## config.mk

```make
export PLATFORM = sky130hd
export DESIGN_NAME = rle_decoder
export DESIGN_NICKNAME = d
export VERILOG_FILES = /design/src/rtl/rle_decoder.sv
export SDC_FILE = /design/constraint.sdc
export NUM_CORES = 1
export LEC_CHECK = 0
export ABC_AREA = 0
export CAP_MARGIN = 25
export CORE_MARGIN = 4
export CORE_UTILIZATION = 53
export CTS_CLUSTER_DIAMETER = 200
export CTS_CLUSTER_SIZE = 14
export DETAILED_ROUTE_END_ITERATION = 10
export PLACE_DENSITY = 0.91
export SLEW_MARGIN = 20
export SYNTH_ARGS = -nofsm -noshare
export SYNTH_HDL_FRONTEND = slang
export SYNTH_SLANG_ARGS = --single-unit
export TNS_END_PERCENT = 30
```

## constraint.sdc

```tcl
create_clock -name clk -period 3.5 [get_ports clk]
set_input_delay 0.875 -clock clk [delete_from_list [all_inputs] [get_ports clk]]
set_output_delay 0.875 -clock clk [all_outputs]
set_load 0.02 [all_outputs]
```

## src/rtl/rle_decoder.sv

```systemverilog
// Run-length decoder: expands (run, level, eob) tokens into a block of N
// signed coefficients with valid/ready handshakes on input and output.
module rle_decoder #(
  parameter int DW = 18,
  parameter int N  = 8,
  parameter int RW = 3
) (
  input  logic                 clk,
  input  logic                 reset,
  input  logic                 in_valid,
  output logic                 in_ready,
  input  logic [RW-1:0]        in_run,
  input  logic signed [DW-1:0] in_level,
  input  logic                 in_eob,
  output logic                 out_valid,
  input  logic                 out_ready,
  output logic signed [DW-1:0] out_coef,
  output logic [RW-1:0]        out_idx,
  output logic                 out_last,
  output logic                 err
);

  typedef enum logic [1:0] {
    ACCEPT = 2'd0,
    ZEROS  = 2'd1,
    LEVEL  = 2'd2,
    FLUSH  = 2'd3
  } state_t;

  localparam logic [RW-1:0] LAST_IDX = RW'(N - 1);
  localparam logic [RW:0]   LAST_EXT = (RW + 1)'(N - 1);

  state_t                 state_r;
  logic [RW-1:0]          idx_r;
  logic [RW-1:0]          run_q_r;
  logic signed [DW-1:0]   level_q_r;

  logic                   accept_s;
  logic                   beat_s;
  logic [RW:0]            span_s;

  // Handshake decode and run-overflow span; in_ready depends on state only.
  always_comb begin
    in_ready = (state_r == ACCEPT);
    accept_s = in_valid && (state_r == ACCEPT);
    beat_s   = (state_r != ACCEPT) && (!out_valid || out_ready);
    span_s   = {1'b0, idx_r} + {1'b0, in_run};
  end

  // Token FSM, index counter and registered output beat.
  always_ff @(posedge clk or negedge reset) begin
    if (!reset) begin
      state_r   <= ACCEPT;
      idx_r     <= '0;
      run_q_r   <= '0;
      level_q_r <= '0;
      out_valid <= 1'b0;
      out_coef  <= '0;
      out_idx   <= '0;
      out_last  <= 1'b0;
      err       <= 1'b0;
    end else begin
      if (beat_s) begin
        out_valid <= 1'b1;
        out_idx   <= idx_r;
        out_last  <= (idx_r == LAST_IDX);
        idx_r     <= idx_r + RW'(1'b1);
      end else if (out_ready) begin
        out_valid <= 1'b0;
      end

      case (state_r)
        ACCEPT: begin
          if (accept_s) begin
            if (in_eob) begin
              state_r <= FLUSH;
            end else if (span_s > LAST_EXT) begin
              // Run would cross the block boundary: drop the level, pad out.
              err     <= 1'b1;
              state_r <= FLUSH;
            end else begin
              run_q_r   <= in_run;
              level_q_r <= in_level;
              state_r   <= (in_run != '0) ? ZEROS : LEVEL;
            end
          end
        end
        ZEROS: begin
          if (beat_s) begin
            out_coef <= '0;
            run_q_r  <= run_q_r - RW'(1'b1);
            if (run_q_r == RW'(1'b1)) begin
              state_r <= LEVEL;
            end
          end
        end
        LEVEL: begin
          if (beat_s) begin
            out_coef <= level_q_r;
            state_r  <= ACCEPT;
          end
        end
        FLUSH: begin
          if (beat_s) begin
            out_coef <= '0;
            if (idx_r == LAST_IDX) begin
              state_r <= ACCEPT;
            end
          end
        end
        default: begin
          state_r <= ACCEPT;
        end
      endcase
    end
  end

endmodule

```

# Yosys cells after proc, flatten, opt, wreduce, memory -nomap -nowiden
# Index checks and enable logic that the tools add are counted.
# W data, S select, Z words.
# totals
memories	0
wordCells	65
rom_bits	0
ramBits	0
latchBits	0
reg_bits	50
out_inout_bits	25
# classes
n_mul	0
magnitude_cmp	1
div	0
n_shift	0
muxes	20
add_sub_neg	3
bitwise_logic	2
reduce_logical	16
n_eq_ne	14
# ops
op	n
$mux W18	2
$pmux W18 S2	1
$mux W2	9
$ne A2 B2 Y1 const B	7
$mux W3	4
$pmux W2 S4	1
$reduce_and A4 Y1	2
$reduce_bool A2 Y1	4
$pmux W3 S2	1
$reduce_and A6 Y1	1
$reduce_and A5 Y1	1
$add A3 B3 Y4	1
$eq A2 B2 Y1 const B	2
$gt A4 B3 Y1 const B	1
$ne A2 B1 Y1 const B	2
$add A3 B1 Y3 const B	1
$eq A3 B1 Y1 const B	1
$eq A3 B3 Y1 const B	1
$reduce_and A3 Y1	1
$reduce_bool A3 Y1	1
$sub A3 B1 Y3 const B	1
$eq A2 B1 Y1 const B	1
$logic_and A1 B1 Y1	2
$logic_not A2 Y1	1
other kinds (5)	7

# Depth between registers and ports, before layout
# logic_depth
word_depth	6
depth_mapped	6
depth_no_buf	6

# Least setup slack after synthesis
# OpenSTA, ideal clock, no wires.
# synth_timing
kind	input to register
from	input in_run[1]
to	register level_q_r[0]
setup_slack_ns	1.114
t_required_ns	3.375
n_path_buf	1
cell_stages	5
arrival_time_ns	2.261
cell_sequence	ha_1 > a31o_2 > a211oi_2 > buf_2 > mux2_2
# synth_between
elab_chain_cells	4
# synth_lines
element	line_no	rtl
start, declared	12	input logic [RW-1:0] in_run,
$add A3 B3 Y4	47	span_s = {1'b0, idx_r} + {1'b0, in_run};
$gt A4 B3 Y1	77	end else if (span_s > LAST_EXT) begin
$not A1 Y1 (no line)	-	
$reduce_and A4 Y1 (no line)	-	
end signal, assigned	83	level_q_r <= in_level;
end, declared	36	logic signed [DW-1:0] level_q_r;
# No other way between the ends.
# A chain may end at the register's enable or synchronous reset.

# Worst setup path in the final report
# layout_timing
from	input in_run[1]
to	register run_q_r[0]
# layout_between
elab_chain_cells	4
# layout_lines
element	line_no	rtl
$add A3 B3 Y4	47	
$gt A4 B3 Y1	77	
$ne A2 B2 Y1 (no line)	-	
$reduce_and A5 Y1 (no line)	-	
end signal, assigned	82	run_q_r <= in_run;
end signal, assigned	91	run_q_r <= run_q_r - RW'(1'b1);
end, declared	35	logic [RW-1:0] run_q_r;
# No other way between the ends.

==> flow_metrics.py <==
metrics = {
    "place": {
        "placed_area_um2": 2690,
        "dp_slack_ps": 448,
        "portBuffers": 50,
        "gp_congestion": 0.794,
        "dp_hpwl_um": 3200,
    },
    "setup_path": {
        "crit_fanout": 21,
        "critPathCaptureType": "flop",
        "cp-start-kind": "primary input",
        "rr_worst_depth": 5,
        "worstPathRequired_ps": 3680,
        "worstSetupPathType": "in -> reg",
        "reg2reg_slack_ps": 1360,
        "cp.arrival_ps": 2920,
    },
    "cts": {
        "cts.sinks": 50,
        "htree_levels": 2,
        "ctsRootBufferMaster": "clkbuf_8",
        "clk_pin_slew_worst_paths_ps": 90,
        "cts_made_buffers": 5,
        "clock_latency_ps": 290,
        "postCtsSetupBuffers": 0,
        "cts_hold_buf": 0,
        "tritoncts": "done",
        "post_cts_resized": 0,
        "clock_path_buffers": 2,
    },
    "yosys": {
        "ys_seq_area_frac": 0.584,
        "yosysUniqueCellTypes": 33,
        "synth_seq_cells": 50,
        "ys_warn_count": 0,
        "netlist_area_um2": 2140,
        "syn_avg_cell_area_um2": 10.9,
        "syn_nets": 229,
        "synthCells": 197,
    },
    "hold_path": {
        "hp-class": "reg -> reg",
        "hold_depth": 2,
    },
    "finish": {
        "mostFrequentLayoutCells": "nand2_1, dfrtp_1, clkdlybuf4s50_1",
        "utilization": 0.739,
        "finalInstanceArea_um2": 2790,
        "antenna_cells": 0,
        "area_growth_pct": 30.2,
        "final_common_cell": "nand2_1",
        "drive_gt1_frac": 0.141,
        "final_nets": 279,
    },
    "power": {
        "p_comb_frac": 0.440,
        "pwr-share-seq": 0.423,
        "power_frac_clock": 0.137,
        "power_density_nw_per_um2": 875,
        "switching_share": 0.382,
        "p_leak_nw": 1.30,
        "power.internal_mw": 1.51,
        "peakVddDrop_mv": 0.477,
        "power_switching_mw": 0.931,
    },
    "sta": {
        "tightest_slew_ps": 962,
        "hold_viol_final": 0,
        "setup_tns_ps": 0,
        "timing.final.ws_setup_ps": 763,
        "relSlewSlack": 0.358,
        "setup_violations": 0,
        "period_share": 0.782,
        "finalClockSkew_ps": 5.18,
        "slew_viol_final": 0,
        "fmax_ghz": 0.365,
        "min_period_ps": 2740,
        "grt_setup_unrepaired": "false",
    },
    "routing": {
        "viasPerCell": 5.32,
        "wl_per_cell_um": 15.0,
        "antenna_left": 0,
        "drcViolationCount": 0,
        "vias": 1574,
        "drt_first_pass_iters": 4,
        "drtIter0Drc": 153,
        "drt-total-wl_um": 4440,
    },
    "flow_run": {
        "drv_cap": 0,
    },
    "global_routing": {
        "grt_pass1_wl_um": 7550,
        "grt_pass1_vias": 1557,
        "grt.total_usage": 0.190,
        "grt_max_degree": 34,
        "overflow": 0,
        "grt_antenna_before_repair": 0,
    },
    "die": {
        "core-area_um2": 3770,
        "die_h_um": 71.6,
        "ios": 51,
        "floorplan.die.width_um": 71.6,
        "die_area_um2": 5120,
        "rows": 22,
        "start_util": 0.568,
    },
    "outcome": {
        "status": "finished clean",
    },
}
==> per-layer routing <==
| metal | track usage | wire, µm | part of all wire |
|---|---|---|---|
| met3 | 0.0449 | 244 | 0.055 |
| met1 | 0.244 | 1880 | 0.42 |
| met2 | 0.305 | 2260 | 0.51 |
| met5 | 0 | 0 | 0 |
| met4 | 0.0898 | 63 | 0.014 |
==> stage by stage <==
step | power, mW | hold slack, ps | instances
global placement | 2.06 | 450 | 287
detailed placement | 2.11 | 455 | 288
floorplan | 1.68 | 472 | 197
global route | 2.62 | 491 | 296
finish | 2.44 | 469 | 296
CTS | 2.45 | 474 | 296
==> flip-flops by register name, indices dropped and copies added, names as in the netlist <==
| name | flops |
|---|---|
| out_valid | 1 |
| err | 1 |
| run_q_r | 3 |
| out_idx | 3 |
| out_coef | 18 |
| state_r | 2 |
| level_q_r | 18 |
| idx_r | 3 |
| out_last | 1 |
==> worst paths after layout <==
check | startpoint | to
min in group asynchronous | reset | run_q_r[0]$_DFFE_PN0P_
setup / recovery | in_run[1] | run_q_r[0]$_DFFE_PN0P_
max in group asynchronous | reset | level_q_r[3]$_DFFE_PN0P_
setup reg to reg | state_r[0]$_DFFE_PN0P_ | run_q_r[0]$_DFFE_PN0P_
hold / removal | out_coef[6]$_DFFE_PN0P_ | out_coef[6]$_DFFE_PN0P_
hold reg to reg | out_coef[6]$_DFFE_PN0P_ | out_coef[6]$_DFFE_PN0P_
==> synthesized netlist by cell type <==
cell type | n | area [µm²]
buf_6 | 2 | 22.5
nand3_1 | 18 | 90.1
a21o_1 | 1 | 7.51
o21ai_0 | 2 | 10.0
o21ai_1 | 1 | 5.00
o2bb2ai_1 | 1 | 8.76
buf_1 | 1 | 3.75
xnor2_1 | 1 | 8.76
buf_2 | 1 | 5.00
nor3_1 | 2 | 10.0
nor4b_1 | 1 | 8.76
a221o_1 | 1 | 10.0
a211oi_2 | 1 | 12.5
dfrtp_1 | 50 | 1250
a21oi_1 | 5 | 25.0
o21bai_1 | 1 | 7.51
o22ai_1 | 1 | 6.26
mux2_2 | 19 | 214
nor3b_1 | 2 | 15.0
nor2b_1 | 1 | 6.26
nor4_1 | 1 | 6.26
mux2i_1 | 1 | 10.0
nor2_2 | 1 | 6.26
nor2_1 | 4 | 15.0
nand2_1 | 57 | 214
ha_1 | 6 | 75.1
o31ai_1 | 1 | 7.51
inv_1 | 3 | 11.3
a31o_2 | 1 | 8.76
o211ai_1 | 1 | 7.51
clkbuf_1 | 5 | 18.8
nand2b_1 | 3 | 18.8
or4b_4 | 1 | 13.8
==> worst max-delay path, stage by stage <==
cell and delay, ps:
clkdlybuf4s50_1 460, ha_1 310, a31o_2 280, a211oi_4 230
buf_4 300, nor2_2 100, a221o_1 350
==> power by group through the flow <==
stage               logic, mW  clock network (mW)  registers, mW
CTS                      1.08               0.343           1.02
floorplan               0.549                   0           1.13
detailed placement       1.08                   0           1.03
global placement         1.04                   0           1.02
finish                   1.07               0.334           1.03
global route             1.19               0.371           1.06
==> cells by family (layout without fill, tap and decap cells) <==
logic type               after synthesis  after routing  share of synthesized area
adder cells (fa/ha/maj)                6              6                     0.0351
AO/OA/AOI/OAI                         17             17                     0.0544
buffers and inverters                 12             63                     0.0286
multiplexers                          20             20                      0.105
AND/OR/NAND/NOR                       91             91                      0.189
flip-flops                            50             50                      0.584
XOR/XNOR                               1              1                    0.00409
==> layout make-up <==
| cell class | count | area, µm² |
|---|---|---|
| multi-input cells | 135 | 850 |
| well taps | 48 | 60.1 |
| repair buffers | 52 | 523 |
| clock inverters | 1 | 5.00 |
| clock buffers | 7 | 86.3 |
| inverters | 3 | 11.3 |
| fillers | 262 | 985 |
| flip-flops and latches | 50 | 1250 |
(Power assumes the default switching activity.)
